`src/rtl/ps2_key_receiver.sv`:
```
// PS/2 keyboard receiver: synchronises and filters the raw lines, frames and parity-checks
// each byte, and folds E0/F0 prefixes into flags so one pulse is emitted per key event.
module ps2_key_receiver #(
   parameter int unsigned FILTER_LEN     = 8,
   parameter int unsigned TIMEOUT_CYCLES = 5000
) (
   input  logic       clock,
   input  logic       reset,
   input  logic       ps2_clock,
   input  logic       ps2_data,
   output logic       ps2_key_pressed,
   output logic [7:0] ps2_out,
   output logic       ps2_break,
   output logic       ps2_extended,
   output logic       frame_error
);

   localparam int unsigned FW = $clog2(FILTER_LEN + 1);
   localparam int unsigned TW = $clog2(TIMEOUT_CYCLES + 1);
   localparam logic [FW-1:0] FILT_LAST = FW'(FILTER_LEN - 1);
   localparam logic [TW-1:0] TO_LAST   = TW'(TIMEOUT_CYCLES - 1);

   typedef enum logic [1:0] {S_IDLE, S_DATA, S_PARITY, S_STOP} state_e;

   logic [1:0] clk_sync_q;
   logic [1:0] dat_sync_q;
   logic       clk_s;
   logic       dat_s;

   // NOTE: sequential state always uses non-blocking assignments so every flop samples
   // the pre-edge value of its neighbours, exactly like the hardware shift chain.
   always_ff @(posedge clock or negedge reset) begin
      if (!reset) begin
         clk_sync_q <= 2'b11;
         dat_sync_q <= 2'b11;
      end else begin
         clk_sync_q <= {clk_sync_q[0], ps2_clock};
         dat_sync_q <= {dat_sync_q[0], ps2_data};
      end
   end

   assign clk_s = clk_sync_q[1];
   assign dat_s = dat_sync_q[1];

   logic          filt_q, filt_d;
   logic [FW-1:0] filt_cnt_q, filt_cnt_d;
   logic          fall_edge;

   // NOTE: every signal written here gets a default first, otherwise paths that skip an
   // assignment would infer a latch.
   always_comb begin
      filt_d     = filt_q;
      filt_cnt_d = '0;
      fall_edge  = 1'b0;
      if (clk_s != filt_q) begin
         if (filt_cnt_q == FILT_LAST) begin
            filt_d    = ~filt_q;
            fall_edge = filt_q;
         end else begin
            filt_cnt_d = filt_cnt_q + FW'(1);
         end
      end
   end

   always_ff @(posedge clock or negedge reset) begin
      if (!reset) begin
         filt_q     <= 1'b1;
         filt_cnt_q <= '0;
      end else begin
         filt_q     <= filt_d;
         filt_cnt_q <= filt_cnt_d;
      end
   end

   state_e        state_q, state_d;
   logic [2:0]    bit_cnt_q, bit_cnt_d;
   logic [7:0]    shift_q, shift_d;
   logic          par_ok_q, par_ok_d;
   logic [TW-1:0] to_cnt_q, to_cnt_d;
   logic          ext_pend_q, ext_pend_d;
   logic          brk_pend_q, brk_pend_d;
   logic          key_q, key_d;
   logic          err_q, err_d;
   logic [7:0]    out_q, out_d;
   logic          brk_q, brk_d;
   logic          ext_q, ext_d;

   always_comb begin
      state_d    = state_q;
      bit_cnt_d  = bit_cnt_q;
      shift_d    = shift_q;
      par_ok_d   = par_ok_q;
      ext_pend_d = ext_pend_q;
      brk_pend_d = brk_pend_q;
      key_d      = 1'b0;
      err_d      = 1'b0;
      out_d      = out_q;
      brk_d      = brk_q;
      ext_d      = ext_q;

      if (state_q == S_IDLE || fall_edge) begin
         to_cnt_d = '0;
      end else begin
         to_cnt_d = to_cnt_q + TW'(1);
      end

      case (state_q)
         S_IDLE: begin
            if (fall_edge && !dat_s) begin
               bit_cnt_d = 3'd0;
               state_d   = S_DATA;
            end
         end
         S_DATA: begin
            if (fall_edge) begin
               shift_d   = {dat_s, shift_q[7:1]};
               bit_cnt_d = bit_cnt_q + 3'd1;
               if (bit_cnt_q == 3'd7) begin
                  state_d = S_PARITY;
               end
            end
         end
         S_PARITY: begin
            if (fall_edge) begin
               par_ok_d = ^{shift_q, dat_s};
               state_d  = S_STOP;
            end
         end
         S_STOP: begin
            if (fall_edge) begin
               state_d = S_IDLE;
               if (par_ok_q && dat_s) begin
                  if (shift_q == 8'hE0) begin
                     ext_pend_d = 1'b1;
                  end else if (shift_q == 8'hF0) begin
                     brk_pend_d = 1'b1;
                  end else begin
                     key_d      = 1'b1;
                     out_d      = shift_q;
                     brk_d      = brk_pend_q;
                     ext_d      = ext_pend_q;
                     ext_pend_d = 1'b0;
                     brk_pend_d = 1'b0;
                  end
               end else begin
                  err_d      = 1'b1;
                  ext_pend_d = 1'b0;
                  brk_pend_d = 1'b0;
               end
            end
         end
         default: state_d = S_IDLE;
      endcase

      // Counter would reach TIMEOUT_CYCLES on this edge: abandon the frame.
      if (state_q != S_IDLE && !fall_edge && to_cnt_q == TO_LAST) begin
         state_d    = S_IDLE;
         to_cnt_d   = '0;
         err_d      = 1'b1;
         ext_pend_d = 1'b0;
         brk_pend_d = 1'b0;
      end
   end

   // NOTE: only control and output flops need reset; the shift register and parity latch
   // are reset too here because they are tiny and it keeps simulation X-free.
   always_ff @(posedge clock or negedge reset) begin
      if (!reset) begin
         state_q    <= S_IDLE;
         bit_cnt_q  <= 3'd0;
         shift_q    <= 8'h00;
         par_ok_q   <= 1'b0;
         to_cnt_q   <= '0;
         ext_pend_q <= 1'b0;
         brk_pend_q <= 1'b0;
         key_q      <= 1'b0;
         err_q      <= 1'b0;
         out_q      <= 8'h00;
         brk_q      <= 1'b0;
         ext_q      <= 1'b0;
      end else begin
         state_q    <= state_d;
         bit_cnt_q  <= bit_cnt_d;
         shift_q    <= shift_d;
         par_ok_q   <= par_ok_d;
         to_cnt_q   <= to_cnt_d;
         ext_pend_q <= ext_pend_d;
         brk_pend_q <= brk_pend_d;
         key_q      <= key_d;
         err_q      <= err_d;
         out_q      <= out_d;
         brk_q      <= brk_d;
         ext_q      <= ext_d;
      end
   end

   assign ps2_key_pressed = key_q;
   assign frame_error     = err_q;
   assign ps2_out         = out_q;
   assign ps2_break       = brk_q;
   assign ps2_extended    = ext_q;

endmodule

```
`config.mk`:
```
export PLATFORM = sky130hd
export DESIGN_NAME = ps2_key_receiver
export DESIGN_NICKNAME = d
export VERILOG_FILES = /design/src/rtl/ps2_key_receiver.sv
export SDC_FILE = /design/constraint.sdc
export NUM_CORES = 1
export LEC_CHECK = 0
export CORE_MARGIN = 4
export CORE_UTILIZATION = 62
export DETAILED_ROUTE_END_ITERATION = 8
export GPL_ROUTABILITY_DRIVEN = 0
export PLACE_DENSITY = 0.89
export SKIP_CTS_REPAIR_TIMING = 1
export SYNTH_ARGS = -nofsm -noshare
export SYNTH_HDL_FRONTEND = slang
export SYNTH_SLANG_ARGS = --single-unit
```
`constraint.sdc`:
```
create_clock -name clock -period 4.5 [get_ports clock]
set_input_delay 0.9 -clock clock [delete_from_list [all_inputs] [get_ports clock]]
set_output_delay 0.9 -clock clock [all_outputs]
set_load 0.005 [all_outputs]
```
Yosys cells after proc, flatten, opt, wreduce, memory -nomap -nowiden
Cells that the tools add are included.

word-level totals
  register bits = 50

cells by class
  $add $sub $neg = 3
  equal/unequal tests = 18
  multiplexer cells = 37
  bitwise gates (word level) = 3
  reduce and logical (&&, ||, !) cells = 21

operators with widths
  operator                                                number
  two-way mux 13 bit                                      2
  two-way mux 1 bit                                       23
  == test 8 bit (second input constant)                   2
  adder 13 x 1 -> 13 bit (second input constant)          1
  == test 13 bit (second input constant)                  1
  two-way mux 2 bit                                       6
  inequality test 3 bit (second input constant)           4
  AND reduction 5 bit                                     2
  AND reduction 3 bit                                     3
  XOR reduction 9 bit                                     1
  two-way mux 4 bit                                       2
  one-hot mux 2 bit (4 select lines)                      1
  nonzero test 2 bit                                      4
  two-way mux 3 bit                                       2
  one-hot mux 3 bit (2 select lines)                      1
  AND reduction 2 bit                                     3
  adder 4 x 1 -> 4 bit (second input constant)            1
  == test 2 bit (second input constant)                   2
  == test 4 x 3 -> 1 bit (second input constant)          1
  logical AND 1 bit                                       4
  inequality test 4 x 3 -> 1 bit (second input constant)  1
  adder 3 x 1 -> 3 bit (second input constant)            1
  == test 3 bit (second input constant)                   1
  inequality test 3 x 1 -> 1 bit (second input constant)  1
  9 further kinds                                         12

Depth between registers and ports, before layout
  depth in word-level cells = 8
  mapped depth = 8
  depth with buffers taken out = 7

Worst setup path after synthesis
No wires, ideal clock.

  path type = reg-to-reg
  from = register filt_cnt_q[0]
  to = register state_q[0]
  setup time = 0.121 ns
  arrival = 1.823 ns
  path slack = 2.556 ns
  stages on the path, launching flop included = 8
  buffers on the path = 1
  period minus slack after synthesis = 1.944 ns
  cells stage by stage = dfrtp_1 > ha_1 > and3b_2 > and2_4 > buf_6 > or3_4 > a21o_1 > a22o_1

on the way
  longest elaborated chain between the ends = 8
  elaborated cells on any way between the ends = 14
  classes of those cells = 6 x eq/ne; 3 x mux; 5 x reduce/logical

ends and longest elaborated chain
  element                                                                                   line  text
  from (decl)                                                                               46    logic [FW-1:0] filt_cnt_q, filt_cnt_d;
  from (signal assigned)                                                                    71    filt_cnt_q <= filt_cnt_d;
  == test 4 x 3 -> 1 bit (*)                                                                56    if (filt_cnt_q == FILT_LAST) begin
  two-way mux 1 bit (*)                                                                     56
  two-way mux 1 bit (*)                                                                     55    if (clk_s != filt_q) begin
  logical NOT 1 bit                                                                         156   if (state_q != S_IDLE && !fall_edge && to_cnt_q == TO_LAST) begin
  logical AND 1 bit (2 in series)                                                           156
  inequality test 3 bit (no line) / inequality test 3 x 1 -> 1 bit (equally long branches)  --
  AND reduction 5 bit (no line)                                                             --
  to (signal assigned)                                                                      182   state_q <= state_d;
  to (decl)                                                                                 75    state_e state_q, state_d;

Every way passes the cells marked *; elsewhere a longest branch is shown, timed or not.
A chain may end at the register's enable or synchronous reset.

Final worst setup path
  from = register filt_cnt_q[0]
  to = register ext_q, in the netlist ps2_extended

on the way
  longest elaborated chain between the ends = 4

ends and longest elaborated chain
  element                        line  text
  == test 4 x 3 -> 1 bit         56
  two-way mux 1 bit              56
  two-way mux 1 bit              55
  AND reduction 5 bit (no line)  --
  to (signal assigned)           193   ext_q <= ext_d;
  to (decl)                      86    logic ext_q, ext_d;

Every way passes these cells.

==> results_tabular.tex <==
\begin{tabular}{lr}
\hline
Metric & Value \\
\hline
\multicolumn{2}{l}{\textbf{GRT}} \\
\quad First-pass GRT wire length & 6690 um \\
\quad GR Util All Layers & 0.198 \\
\quad Largest net degree at the start of global routing & 51 \\
\quad Via count of the first global-routing pass & 1,459 \\
\quad Number of antenna violations at the first check in global routing & 0 \\
\quad Global route total overflow & 0 \\
\multicolumn{2}{l}{\textbf{Power and ir drop}} \\
\quad Total power divided by cell area & 383 nW/um\^{}2 \\
\quad Maximum vdd ir drop & 0.000264 V \\
\quad Cell leakage power & 0.00115 uW \\
\multicolumn{2}{l}{\textbf{Logic synthesis}} \\
\quad Library cell occupying the most area in the post-synthesis netlist & dfrtp\_1 \\
\quad Seq/Total Area, Yosys & 0.560 \\
\quad Number of synthesized flops with an enable pin & 0 \\
\quad Share of the synthesized area in the top cell type & 0.501 \\
\quad Synthesized net count & 203 \\
\quad Total number of yosys warnings & 0 \\
\quad Post-synthesis cell area & 2250 um\^{}2 \\
\quad Proportion of synthesized flip-flops having asynchronous set or reset & 1.00 \\
\quad Commonest register cell after synthesis & dfrtp\_1 \\
\quad Number of instances in the synthesized netlist & 190 \\
\quad Most common cell in the synthesized netlist & dfrtp\_1 \\
\quad Avg Cell Area, Syn & 11.8 um\^{}2 \\
\quad Cells taking the most area after synthesis & dfrtp\_1 (50\%), mux2\_2 (8.5\%), dfstp\_2 (5.8\%), xnor2\_1 (5.8\%), ha\_1 (5.0\%) \\
\quad Synth unique cells & 37 \\
\quad Leading cell types by count after synthesis & dfrtp\_1 (45), nor2\_1 (25), mux2\_2 (17) \\
\quad Number of synthesized register bits & 50 \\
\multicolumn{2}{l}{\textbf{Worst setup path}} \\
\quad Worst Setup Path Type & reg2reg \\
\quad Capturing point of the worst reg2reg path & ps2\_extended\$\_DFFE\_PN0P\_ \\
\quad WP data required & 4.75 ns \\
\quad Arrival time of the worst setup path & 2.54 ns \\
\quad CP max FO & 11 \\
\quad Sort of element at the end of the critical path & flip-flop \\
\quad Launching element type of the critical path & flip-flop \\
\quad Reg-to-reg startpoint & filt\_cnt\_q[0]\$\_DFF\_PN0\_ \\
\quad FF-to-FF setup slack & 2.22 ns \\
\quad First element of the critical path & filt\_cnt\_q[0]\$\_DFF\_PN0\_ \\
\quad Cell count of the worst reg-to-reg path & 6 \\
\multicolumn{2}{l}{\textbf{Timing}} \\
\quad Setup TNS & 0 ns \\
\quad Unrepaired setup endpoints after global routing & false \\
\quad Post-route worst hold slack & 0.366 ns \\
\quad Worst-case clock skew & 0.0179 ns \\
\quad Tmin final & 2.28 ns \\
\quad Setup-failing EPs final & 0 \\
\quad Maximum achievable frequency & 438 MHz \\
\quad Final Max Tran Viols & 0 \\
\quad Fin crit share & 0.507 \\
\quad Final Hold Vio Count & 0 \\
\quad Worst Tran Pin Value & 1.07 ns \\
\quad Tightest slew margin relative to the limit & 0.290 \\
\multicolumn{2}{l}{\textbf{Layout}} \\
\quad Layout Cells excl Fill & 256 \\
\quad Area of combinational cells with multiple inputs & 945 um\^{}2 \\
\quad Synth-to-Final Area Change & 10.9\% \\
\quad Share of final-layout standard cells stronger than drive strength 1 & 0.176 \\
\quad Layout filler cell count & 241 \\
\quad Number of inserted diodes & 0 \\
\quad Final standard cell utilization of the core & 0.730 \\
\quad Flip-flop and latch area & 1260 um\^{}2 \\
\quad Final \#Nets & 222 \\
\multicolumn{2}{l}{\textbf{Routing}} \\
\quad Antenna violation net count after detailed routing & 0 \\
\quad Number of DRC violations after detailed routing & 0 \\
\quad Via count of the routed design & 1,415 \\
\quad Number of detailed-route iterations in the first pass & 4 \\
\quad Total wire length & 3930 um \\
\quad Detailed Route Iter0 Violations & 82 \\
\quad Average wire length per cell after detail routing & 15.3 um \\
\quad DR vias/cell & 5.53 \\
\multicolumn{2}{l}{\textbf{Clock tree}} \\
\quad Skew-Pair Late Insertion Delay & 0.37 ns \\
\quad Inserted Clock Buffers & 5 \\
\quad Clock-pin slew reported for the worst setup and hold paths after clock tree synthesis & 0.14 ns \\
\quad Sink Count & 50 \\
\quad CTS H-tree depth & 2 \\
\quad Clock Path Buffers & 2 \\
\quad Clock root buffer & clkbuf\_4 \\
\quad CTS tree & built \\
\multicolumn{2}{l}{\textbf{Floorplanning}} \\
\quad Starting density of the core & 0.658 \\
\quad Number of cell rows & 21 \\
\quad Boundary pin count & 16 \\
\quad Height of the die & 68.2 um \\
\quad Die Area & 4650 um\^{}2 \\
\quad Floorplan die width & 68.2 um \\
\quad Standard cell core area & 3420 um\^{}2 \\
\multicolumn{2}{l}{\textbf{Outcome}} \\
\quad Result of the run & complete, no violations \\
\multicolumn{2}{l}{\textbf{Flow run}} \\
\quad Number of violations of the max-capacitance limit & 0 \\
\multicolumn{2}{l}{\textbf{Place}} \\
\quad Count of buffers inserted at the top-level ports & 15 \\
\quad DP HPWL & 2800 um \\
\quad Placed cell count & 248 \\
\multicolumn{2}{l}{\textbf{Hold path}} \\
\quad Number of cells traversed by the worst hold path & 0 \\
\quad Kind of path behind the tightest hold check & reg2reg \\
\quad Endpoint of the worst hold-timing path & dat\_sync\_q[1]\$\_DFF\_PN1\_ \\
\quad Startpoint of the most critical hold path & dat\_sync\_q[0]\$\_DFF\_PN1\_ \\
\hline
\end{tabular}
through the flow:
stage / cell area [um^2] / power (uW) / worst slack, ns
global placement: 2420 / 727 / 2.34
finish: 2490 / 954 / 2.22
CTS: 2490 / 965 / 2.20
global route: 2490 / 1020 / 2.09
floorplan: 2250 / 690 / 2.56
detailed placement: 2420 / 744 / 2.23
cell usage in the layout, fill, tap and decap left out, drive strengths merged, types with 3 or more instances in the layout:
master,count
inv,5
nand3,6
mux2,17
ha,9
dfrtp,45
nor2,25
nor3,4
o21ai,3
clkdlybuf4s50,14
a22o,4
xnor2,15
xor2,6
nand2,14
dfstp,5
nor2b,4
a21oi,3
clkbuf,6
worst max-delay path, cell delays in order (launching register included):
cell	delay, ns
dfrtp_1	0.41
ha_1	0.22
and3b_2	0.25
nand3_1	0.12
or2_2	0.35
nor2b_2	0.44
mux2_2	0.40
flip-flops by register name (all words and copies together), names as in the netlist, 2 cells and up:
signal,flops
to_cnt_q,13
ps2_out,8
shift_q,8
filt_cnt_q,4
bit_cnt_q,3
clk_sync_q,2
dat_sync_q,2
state_q,2
worst max path at each step:
stage / to / slack (ns) / cells past startpoint
floorplan: state_q[0]$_DFFE_PN0P_ / 2.56 / 7
global placement: ps2_out[2]$_DFFE_PN0P_ / 2.34 / 6
detailed placement: ps2_extended$_DFFE_PN0P_ / 2.23 / 6
CTS: ps2_extended$_DFFE_PN0P_ / 2.20 / 6
global route: ps2_extended$_DFFE_PN0P_ / 2.09 / 6
finish: ps2_extended$_DFFE_PN0P_ / 2.22 / 6
cell type report:
cell class                      instances  area share
Clock buffer                            6      0.0206
Timing Repair Buffer                   15      0.0582
Tap cell                               46      0.0231
Sequential cell                        50       0.505
Clock inverter                          2     0.00703
Multi-Input combinational cell        132       0.379
Inverter                                5     0.00753
metal layers:
layer  global-route usage  part of all wire  up-vias  routed length (um)
met2                0.343              0.52       19                2030
met5                    0                 0        -                   0
met3               0.0427             0.036        6                 143
met1                0.239              0.43      709                1700
li1                     -                 -      681                   -
met4               0.0844             0.012        0                  48
report_power, final:
group | switching [uW] | internal [uW]
Clock | 140 | 78.3
Combinational | 115 | 90.8
Sequential | 37.1 | 493
logic make-up (layout without fill, tap and decap cells):
group / after synthesis / count (layout) / synth area share
buffers and inverters: 8 / 28 / 0.0200
AND/OR/NAND/NOR: 68 / 68 / 0.151
adder cells (fa/ha/maj): 9 / 9 / 0.0501
XOR/XNOR: 21 / 21 / 0.0819
AO/OA/AOI/OAI: 17 / 17 / 0.0523
flip-flops: 50 / 50 / 0.560
multiplexers: 17 / 17 / 0.0852
(Power assumes the default switching activity.)
